**config.mk**
```make
export PLATFORM = sky130hd
export DESIGN_NAME = brush_raster_flat
export DESIGN_NICKNAME = d
export VERILOG_FILES = /design/src/rtl/brush_raster_if.sv /design/src/rtl/brush_raster.sv /design/src/flat_wrapper.sv
export SDC_FILE = /design/constraint.sdc
export NUM_CORES = 1
export LEC_CHECK = 0
export ABC_AREA = 1
export BUFFER_PORTS_ARGS = -buffer_cell sky130_fd_sc_hd__buf_2
export CELL_PAD_IN_SITES_DETAIL_PLACEMENT = 0
export CELL_PAD_IN_SITES_GLOBAL_PLACEMENT = 1
export CORE_MARGIN = 5
export CORE_UTILIZATION = 30
export CTS_CLUSTER_SIZE = 20
export DETAILED_ROUTE_END_ITERATION = 6
export HOLD_SLACK_MARGIN = 0.12
export PLACE_DENSITY_LB_ADDON = 0.1
export SLEW_MARGIN = 5
export SYNTH_ARGS = -nofsm -noshare
export SYNTH_HDL_FRONTEND = slang
export SYNTH_SLANG_ARGS = --single-unit
```
**constraint.sdc**
```tcl
create_clock -name clock -period 8.9 [get_ports clock]
set_input_delay 0.445 -clock clock [delete_from_list [all_inputs] [get_ports clock]]
set_output_delay 0.445 -clock clock [all_outputs]
set_load 0.02 [all_outputs]
```
**src/rtl/brush_raster_if.sv**
```systemverilog
// rtl/brush_raster_if.sv - brush command and pixel stream signal bundle
interface brush_raster_if #(
  parameter int COORD_W = 11,
  parameter int SIZE_W  = 7,
  parameter int COLOR_W = 8
);
  logic               start;
  logic               abort;
  logic [COORD_W-1:0] x_cursor;
  logic [COORD_W-1:0] y_cursor;
  logic [SIZE_W-1:0]  SIZE;
  logic [1:0]         mode;
  logic [COLOR_W-1:0] color;
  logic [COORD_W-1:0] x_coord;
  logic [COORD_W-1:0] y_coord;
  logic [COLOR_W-1:0] color_out;
  logic               pix_valid;
  logic               pix_ready;
  logic               busy;
  logic               done;

  // Command issuer and framebuffer side
  modport master (
    output start, abort, x_cursor, y_cursor, SIZE, mode, color, pix_ready,
    input  x_coord, y_coord, color_out, pix_valid, busy, done
  );

  // Rasteriser side
  modport slave (
    input  start, abort, x_cursor, y_cursor, SIZE, mode, color, pix_ready,
    output x_coord, y_coord, color_out, pix_valid, busy, done
  );
endinterface

```
**src/rtl/brush_raster.sv**
```systemverilog
// rtl/brush_raster.sv - brush box scanner with shape modes, clipping and backpressure
module brush_raster #(
  parameter int COORD_W  = 11,
  parameter int SIZE_W   = 7,
  parameter int COLOR_W  = 8,
  parameter int SCREEN_W = 640,
  parameter int SCREEN_H = 480
) (
  input logic          clock,
  input logic          reset,
  brush_raster_if.slave bus
);
  localparam int CW1 = COORD_W + 1;
  localparam int SW2 = 2 * SIZE_W + 2;
  localparam logic [CW1-1:0] SCR_W = CW1'(SCREEN_W);
  localparam logic [CW1-1:0] SCR_H = CW1'(SCREEN_H);

  typedef enum logic [1:0] {IDLE, SCAN, DONE} state_t;

  state_t             state_q, state_d;
  logic [COORD_W-1:0] x0_q, x0_d, y0_q, y0_d;
  logic [SIZE_W-1:0]  s_q, s_d, i_q, i_d, j_q, j_d;
  logic [1:0]         mode_q, mode_d;
  logic [COLOR_W-1:0] color_q, color_d;
  // One extra bit so an off-screen sum can never wrap back on screen
  logic [CW1-1:0]     x_q, x_d, y_q, y_d;

  logic               covered, pix_valid, advance, last_col;
  logic [SIZE_W-1:0]  ni, nj;
  logic signed [SW2-1:0] c_s, di, dj, d2, r2;

  // Shape coverage of the current offset, signed and wide enough for all squares
  always_comb begin
    c_s = signed'(SW2'(s_q >> 1));
    di  = signed'(SW2'(i_q)) - c_s;
    dj  = signed'(SW2'(j_q)) - c_s;
    d2  = di * di + dj * dj;
    r2  = c_s * c_s;
    case (mode_q)
      2'b01:   covered = (i_q == '0) || (i_q == s_q) || (j_q == '0) || (j_q == s_q);
      2'b10:   covered = (d2 <= r2);
      default: covered = 1'b1;
    endcase
  end

  assign pix_valid = (state_q == SCAN) && covered && (x_q < SCR_W) && (y_q < SCR_H);
  assign advance   = (state_q == SCAN) && (!pix_valid || bus.pix_ready);
  assign last_col  = (i_q == s_q);
  assign ni        = last_col ? '0 : i_q + SIZE_W'(1);
  assign nj        = last_col ? j_q + SIZE_W'(1) : j_q;

  // Next-state and datapath: capture on start, step the scan, abort wins over advance
  always_comb begin
    state_d = state_q;
    x0_d    = x0_q;
    y0_d    = y0_q;
    s_d     = s_q;
    mode_d  = mode_q;
    color_d = color_q;
    i_d     = i_q;
    j_d     = j_q;
    x_d     = x_q;
    y_d     = y_q;
    case (state_q)
      IDLE: begin
        if (bus.start) begin
          state_d = SCAN;
          x0_d    = bus.x_cursor;
          y0_d    = bus.y_cursor;
          s_d     = bus.SIZE;
          mode_d  = bus.mode;
          color_d = bus.color;
          i_d     = '0;
          j_d     = '0;
          x_d     = {1'b0, bus.x_cursor};
          y_d     = {1'b0, bus.y_cursor};
        end
      end
      SCAN: begin
        if (bus.abort) begin
          state_d = IDLE;
        end else if (advance) begin
          if (last_col && (j_q == s_q)) begin
            state_d = DONE;
          end else begin
            i_d = ni;
            j_d = nj;
            x_d = {1'b0, x0_q} + CW1'(ni);
            y_d = {1'b0, y0_q} + CW1'(nj);
          end
        end
      end
      DONE:    state_d = IDLE;
      default: state_d = IDLE;
    endcase
  end

  // State and datapath registers with synchronous active-low clear
  always_ff @(posedge clock) begin
    if (!reset) begin
      state_q <= IDLE;
      x0_q    <= '0;
      y0_q    <= '0;
      s_q     <= '0;
      mode_q  <= '0;
      color_q <= '0;
      i_q     <= '0;
      j_q     <= '0;
      x_q     <= '0;
      y_q     <= '0;
    end else begin
      state_q <= state_d;
      x0_q    <= x0_d;
      y0_q    <= y0_d;
      s_q     <= s_d;
      mode_q  <= mode_d;
      color_q <= color_d;
      i_q     <= i_d;
      j_q     <= j_d;
      x_q     <= x_d;
      y_q     <= y_d;
    end
  end

  assign bus.x_coord   = x_q[COORD_W-1:0];
  assign bus.y_coord   = y_q[COORD_W-1:0];
  assign bus.color_out = color_q;
  assign bus.pix_valid = pix_valid;
  assign bus.busy      = (state_q != IDLE);
  assign bus.done      = (state_q == DONE) && !bus.abort;
endmodule
```
**src/flat_wrapper.sv**
```systemverilog
// flat-port wrapper written by rule: the top's interface ports become plain ports
module brush_raster_flat 
#(
  parameter int COORD_W  = 11,
  parameter int SIZE_W   = 7,
  parameter int COLOR_W  = 8,
  parameter int SCREEN_W = 640,
  parameter int SCREEN_H = 480
)
  (clock, reset, bus_start, bus_abort, bus_x_cursor, bus_y_cursor, bus_SIZE, bus_mode, bus_color, bus_pix_ready, bus_x_coord, bus_y_coord, bus_color_out, bus_pix_valid, bus_busy, bus_done);
  brush_raster_if #(.COORD_W(COORD_W), .SIZE_W(SIZE_W), .COLOR_W(COLOR_W)) bus_i ();
  input logic clock;
  input logic reset;
  input wire logic [$bits(bus_i.start)-1:0] bus_start;
  input wire logic [$bits(bus_i.abort)-1:0] bus_abort;
  input wire logic [$bits(bus_i.x_cursor)-1:0] bus_x_cursor;
  input wire logic [$bits(bus_i.y_cursor)-1:0] bus_y_cursor;
  input wire logic [$bits(bus_i.SIZE)-1:0] bus_SIZE;
  input wire logic [$bits(bus_i.mode)-1:0] bus_mode;
  input wire logic [$bits(bus_i.color)-1:0] bus_color;
  input wire logic [$bits(bus_i.pix_ready)-1:0] bus_pix_ready;
  output wire logic [$bits(bus_i.x_coord)-1:0] bus_x_coord;
  output wire logic [$bits(bus_i.y_coord)-1:0] bus_y_coord;
  output wire logic [$bits(bus_i.color_out)-1:0] bus_color_out;
  output wire logic [$bits(bus_i.pix_valid)-1:0] bus_pix_valid;
  output wire logic [$bits(bus_i.busy)-1:0] bus_busy;
  output wire logic [$bits(bus_i.done)-1:0] bus_done;
  assign bus_i.start = bus_start;
  assign bus_i.abort = bus_abort;
  assign bus_i.x_cursor = bus_x_cursor;
  assign bus_i.y_cursor = bus_y_cursor;
  assign bus_i.SIZE = bus_SIZE;
  assign bus_i.mode = bus_mode;
  assign bus_i.color = bus_color;
  assign bus_i.pix_ready = bus_pix_ready;
  assign bus_x_coord = bus_i.x_coord;
  assign bus_y_coord = bus_i.y_coord;
  assign bus_color_out = bus_i.color_out;
  assign bus_pix_valid = bus_i.pix_valid;
  assign bus_busy = bus_i.busy;
  assign bus_done = bus_i.done;
  brush_raster #(.COORD_W(COORD_W), .SIZE_W(SIZE_W), .COLOR_W(COLOR_W), .SCREEN_W(SCREEN_W), .SCREEN_H(SCREEN_H)) u_core (.clock(clock), .reset(reset), .bus(bus_i));
endmodule
```
-- Word level (Yosys, flattened, before mapping)
Cells that the tools add are included.
- register bits after elaboration: 79
- bits of input ports: 44
- output and inout bits: 33
- word-level logic and storage cells: 82
- $add $sub $neg: 7
- multiply operators: 3
- magnitude comparators: 3
- equal/unequal tests: 12
- mux-type cells: 27
- reductions and logical operators: 20
- operators by type and width (operator ; count):
    $mux W12 ; 8
    $mux W7 ; 9
    $pmux W12 S2 ; 2
    $mul A16 B16 Y16 ; 2
    $pmux W7 S2 ; 2
    $add A11 B7 Y12 ; 2
    $add A16 B16 Y16 ; 1
    $le A16 B16 Y1 ; 1
    $sub A7 B6 Y8 ; 2
    $add A7 B1 Y7 const B ; 2
    $eq A7 B7 Y1 ; 2
    $logic_not A7 Y1 ; 2
    $lt A12 B10 Y1 const B ; 1
    $lt A12 B9 Y1 const B ; 1
    $mul A6 B6 Y12 ; 1
    $mux W2 ; 4
    $logic_and A1 B1 Y1 ; 6
    $ne A2 B2 Y1 const B ; 3
    $reduce_and A5 Y1 ; 1
    $eq A2 B1 Y1 const B ; 2
    $eq A2 B2 Y1 const B ; 2
    $logic_or A1 B1 Y1 ; 4
    $pmux W2 S2 ; 1
    $reduce_bool A2 Y1 ; 2
    other kinds (8) ; 9

-- Depth between registers and ports, before layout
- depth in word-level cells: 14
- gate-level depth with buffers: 48
- depth with buffers taken out: 46

-- Worst setup path before layout
OpenSTA, ideal clock, no wires.
- path type: register to output
- from: reg u_core.s_q[3]
- to: out bus_pix_valid
- arrival time: 7.724 ns
- required time: 8.455 ns
- setup slack: 0.731 ns
- stages on the path, launching flop included: 36
- buffers on the path: 2
- cells stage by stage: dfxtp_1 buf_2 inv_1 ha_1 a21oi_1 o21ai_0 a21oi_1 o21bai_1 nand2_1 nand3_1 clkbuf_1 nor2_1 inv_1 fa_1 fa_1 fa_1 inv_1 fa_1 fa_1 inv_1 fa_1 inv_1 ha_1 a21oi_1 o21bai_1 a21oi_1 xnor2_1 ha_1 a21oi_1 o21a_1 nand2_1 nand2_1 nand4_1 nand2_1 nand2_1 a21boi_0
- cells in the longest elaborated chain, start to end: 8
- elaborated cells between the ends (all ways): 16
- classes of those cells: add/sub (3); mul (3); order compare (1); eq/ne (2); mux (1); reduce/logical (6)
- ends and longest elaborated chain (element ; line ; source):
    start, declared ; brush_raster.sv:22 ; logic [SIZE_W-1:0] s_q, s_d, i_q, i_d, j_q, j_d;
    start signal, assigned ; brush_raster.sv:104 ; s_q <= '0;
    start signal, assigned ; brush_raster.sv:115 ; s_q <= s_d;
    $sub A7 B6 Y8, or another cell as far along ; brush_raster.sv:35 ; di = signed'(SW2'(i_q)) - c_s;
    $mul A16 B16 Y16 / $logic_or A1 B1 Y1 (equally long branches) ; brush_raster.sv:37, brush_raster.sv:40 ;
    $add A16 B16 Y16 / $logic_or A1 B1 Y1 (equally long branches) ; brush_raster.sv:37, brush_raster.sv:40 ;
    $le A16 B16 Y1 / $logic_or A1 B1 Y1 (equally long branches) ; brush_raster.sv:41, brush_raster.sv:40 ;
    $pmux W1 S2 * ; brush_raster.sv:39 ; case (mode_q)
    $logic_and A1 B1 Y1 * (3 in a row) ; brush_raster.sv:46 ; assign pix_valid = (state_q == SCAN) && covered && (x_q < SCR_W) && (y_q < SCR_H);
    end, declared ; flat_wrapper.sv:25 ; output wire logic [$bits(bus_i.pix_valid)-1:0] bus_pix_valid;
Every way passes the cells marked *; elsewhere a longest branch is shown, timed or not.

-- Worst setup path in the final report
- from: reg u_core.j_q[0]
- to: out bus_pix_valid
- cells in the longest elaborated chain, start to end: 8
- elaborated cells between the ends (all ways): 12
- classes of those cells: add/sub (2); mul (1); order compare (1); eq/ne (1); mux (1); reduce/logical (6)
- ends and longest elaborated chain (element ; line ; source):
    start, declared ; brush_raster.sv:22 ;
    start signal, assigned ; brush_raster.sv:119 ; j_q <= j_d;
    $sub A7 B6 Y8 ; brush_raster.sv:36 ; dj = signed'(SW2'(j_q)) - c_s;
    $mul A16 B16 Y16 ; brush_raster.sv:37 ; d2 = di * di + dj * dj;
    $add A16 B16 Y16 ; brush_raster.sv:37 ;
    $le A16 B16 Y1 ; brush_raster.sv:41 ; 2'b10: covered = (d2 <= r2);
    $pmux W1 S2 * ; brush_raster.sv:39 ;
    $logic_and A1 B1 Y1 * (3 in a row) ; brush_raster.sv:46 ;
Marked as above.

==> results.py <==
metrics = {
    "sta": {
        "fin_ws_ns": 0.3578,
        "fin_skew_ns": 0.01105,
        "min_period_ns": 8.542,
        "min_period_over_period_pct": 95.98,
        "hold_ws_ns": 0.3470,
        "drv_slew": 0,
        "max_freq_ghz": 0.1171,
        "hold_viol": 0,
        "relSlewSlack_pct": 33.68,
        "setup_viol": 0,
        "worst_pin_slew_ns": 0.9887,
    },
    "floorplanning": {
        "die_w_um": 198.1,
        "initial_utilization_pct": 30.57,
        "die-area_um2": 39230,
        "die_y_um": 198.1,
        "fp-row-count": 68,
        "ios": 77,
        "coreArea_um2": 34710,
    },
    "global_route": {
        "grt_pass1_wl_mm": 50.19,
        "grt_pass1_vias": 9170,
        "grt_overflow": 0,
        "grt_max_degree": 56,
        "antenna_found_initial": 0,
        "grt_usage_pct": 15.98,
    },
    "yosys": {
        "synth.avg_cell_area_um2": 7.253,
        "yosys.cell_count.top_type": "inv_1",
        "synthArstFlopShare_pct": 0,
        "synth-seq-area-share_pct": 14.90,
        "ys_seq_elements": 79,
        "synth-edff-count": 0,
        "synth_area_um2": 10610,
        "synth_common_cells": "291 x inv_1, 285 x nand2_1, 169 x nor2_1",
        "synth_ff_type": "dfxtp_1",
        "ys_types": 35,
        "syn_inst": 1463,
        "synthTopCellsByArea": "fa_1 24%, dfxtp_1 15%, ha_1 12%",
        "netlist.area_leader.share_pct": 23.96,
        "ys.warnings.count": 0,
        "synth_top_area_cell": "fa_1",
        "syn_nets": 1737,
    },
    "layout": {
        "multi_input_area_um2": 7766,
        "seq_area_um2": 1582,
        "syn_to_final_growth_pct": 13.88,
        "fin_util_pct": 34.81,
        "n_antenna_cell": 0,
        "fillers": 3852,
        "layout.nets": 1805,
        "layout.cells.non_filler": 1991,
        "drive_gt1_share_pct": 13.02,
    },
    "place": {
        "port_buffers": 76,
        "dp_hpwl_mm": 25.28,
        "dp.cells": 1970,
        "pre_cts_slack_ns": 0.1222,
        "globalplace.congestion": 0.7645,
    },
    "setup_path": {
        "start_kind": "register",
        "required_ns": 8.46,
        "worstPathArrival_ns": 8.10,
        "slowest_stage": "fa_1",
        "slowest_delay_ns": 0.55,
        "worstSetupPathType": "register to output pin",
        "crit_fanout": 5,
        "endpoint_kind": "output pin",
        "crit_top_cell": "fa_1",
    },
    "routing": {
        "routedWlPerCell_um": 15.28,
        "routed_via_density": 4.440,
        "antenna_left": 0,
        "drt-initial-drc-count": 363,
        "num_vias": 8841,
        "drc": 0,
        "dr.pass1.iters": 4,
        "routed_wirelength_mm": 30.43,
    },
    "clocking": {
        "hold_buffers": 0,
        "htreeDepth": 3,
        "clockRootBuffer": "clkbuf_16",
        "clkLatencyLatePin_ns": 0.35,
        "numClockSinks": 79,
        "numCtsBuffers": 9,
        "path_clk_slew_ns": 0.07,
        "cts_tree": "done",
        "clock_path_buffers": 2,
    },
    "min_path": {
        "hold_path.class": "input port to register",
    },
    "job": {
        "maxCapViolCount": 0,
    },
    "run_status": {
        "status": "completed",
    },
}
cell type report:
cell class	count	area share, %
multi-input combinational	1022	64.27
sequential	79	13.09
inverter	295	9.163
timing repair buffer	124	6.388
tap	455	4.711
clock buffer	9	1.864
clock inverter	7	0.5177
repair_timing:
action                                  4_1_cts  5_1_grt
buffers inserted                              1        4
endpoints found under the setup margin        1       39
resized for setup                            14       45
pin swaps                                     0       21
per-stage QoR:
step | instance area (um^2) | setup TNS, ns
after global placement | 11530 | 0
final | 12080 | 0
after detailed placement | 11530 | 0
after CTS | 11870 | 0
after floorplan | 10610 | 0
after global routing | 12080 | -0.03956
worst max-delay path: cells and delay by family, from the launching register on:
kind | cells | cell delay [ns]
AOI/OAI and AO/OA | 7 | 1.00
xor gates and xnor gates | 3 | 0.50
adders and majority gates | 10 | 4.20
buffers and inverters | 7 | 0.69
DFF | 1 | 0.34
and+or+nand+nor | 10 | 1.03
registers in the layout, indices dropped and copies added (netlist names):
register,flops
u_core.y0_q,11
u_core.y_q,12
u_core.mode_q,2
u_core.state_q,2
u_core.i_q,7
u_core.j_q,7
u_core.bus.color_out,8
u_core.s_q,7
u_core.x0_q,11
u_core.x_q,12
path summary, 6_finish.rpt:
check	startpoint	endpoint	slack, ns	depth (start not counted)
worst max-delay path	u_core.j_q[0]$_SDFFE_PN0P_	bus_pix_valid	0.36	37
worst min-delay path	bus_color[7]	u_core.bus.color_out[7]$_SDFFE_PN0P_	0.35	3
worst max register to register	u_core.j_q[0]$_SDFFE_PN0P_	u_core.x_q[3]$_SDFFE_PN0P_	0.58	43
worst min register to register	u_core.x_q[6]$_SDFFE_PN0P_	u_core.x_q[6]$_SDFFE_PN0P_	0.47	2
routing by layer:
metal / GRT usage [%] / wire length (um) / vias up
met5: 0 / 0 / -
met4: 2.295 / 319 / 0
met3: 1.651 / 548 / 19
met2: 26.86 / 14410 / 86
met1: 22.83 / 15150 / 4138
li1: - / - / 4598
kinds of logic (layout without fill, tap and decap cells):
family	after synthesis	in the layout	share of synthesized area, %
simple gates	560	560	21.48
compound gates	176	176	8.796
mux	4	4	0.3773
fa+ha+maj	230	230	36.10
buf+inv	362	435	14.04
flops	79	79	14.90
xor+xnor	52	52	4.292
cells in the final DEF (no fill, tap or decap), types with 3 or more instances in the layout:
master and count:
o21ai_0 64, fa_1 123, xor2_1 21, ha_1 98
buf_2 75, buf_4 46, nand4_1 10, o21bai_1 4
nor2_2 6, xnor2_1 27, nor3_1 11, nor4_1 5
nor2_4 6, clkbuf_16 9, ha_4 4, a21oi_2 5
or2_2 5, a21oi_1 88, nand3_1 69, mux2i_1 4
inv_1 286, a21o_1 3, dfxtp_1 79, nor2_1 157
inv_2 7, nand2_1 278, nand2_2 8, fa_2 4
xnor2_2 3
Power is not shown: default switching activity piles up to over one toggle a cycle in this logic, so the estimate is an artifact.
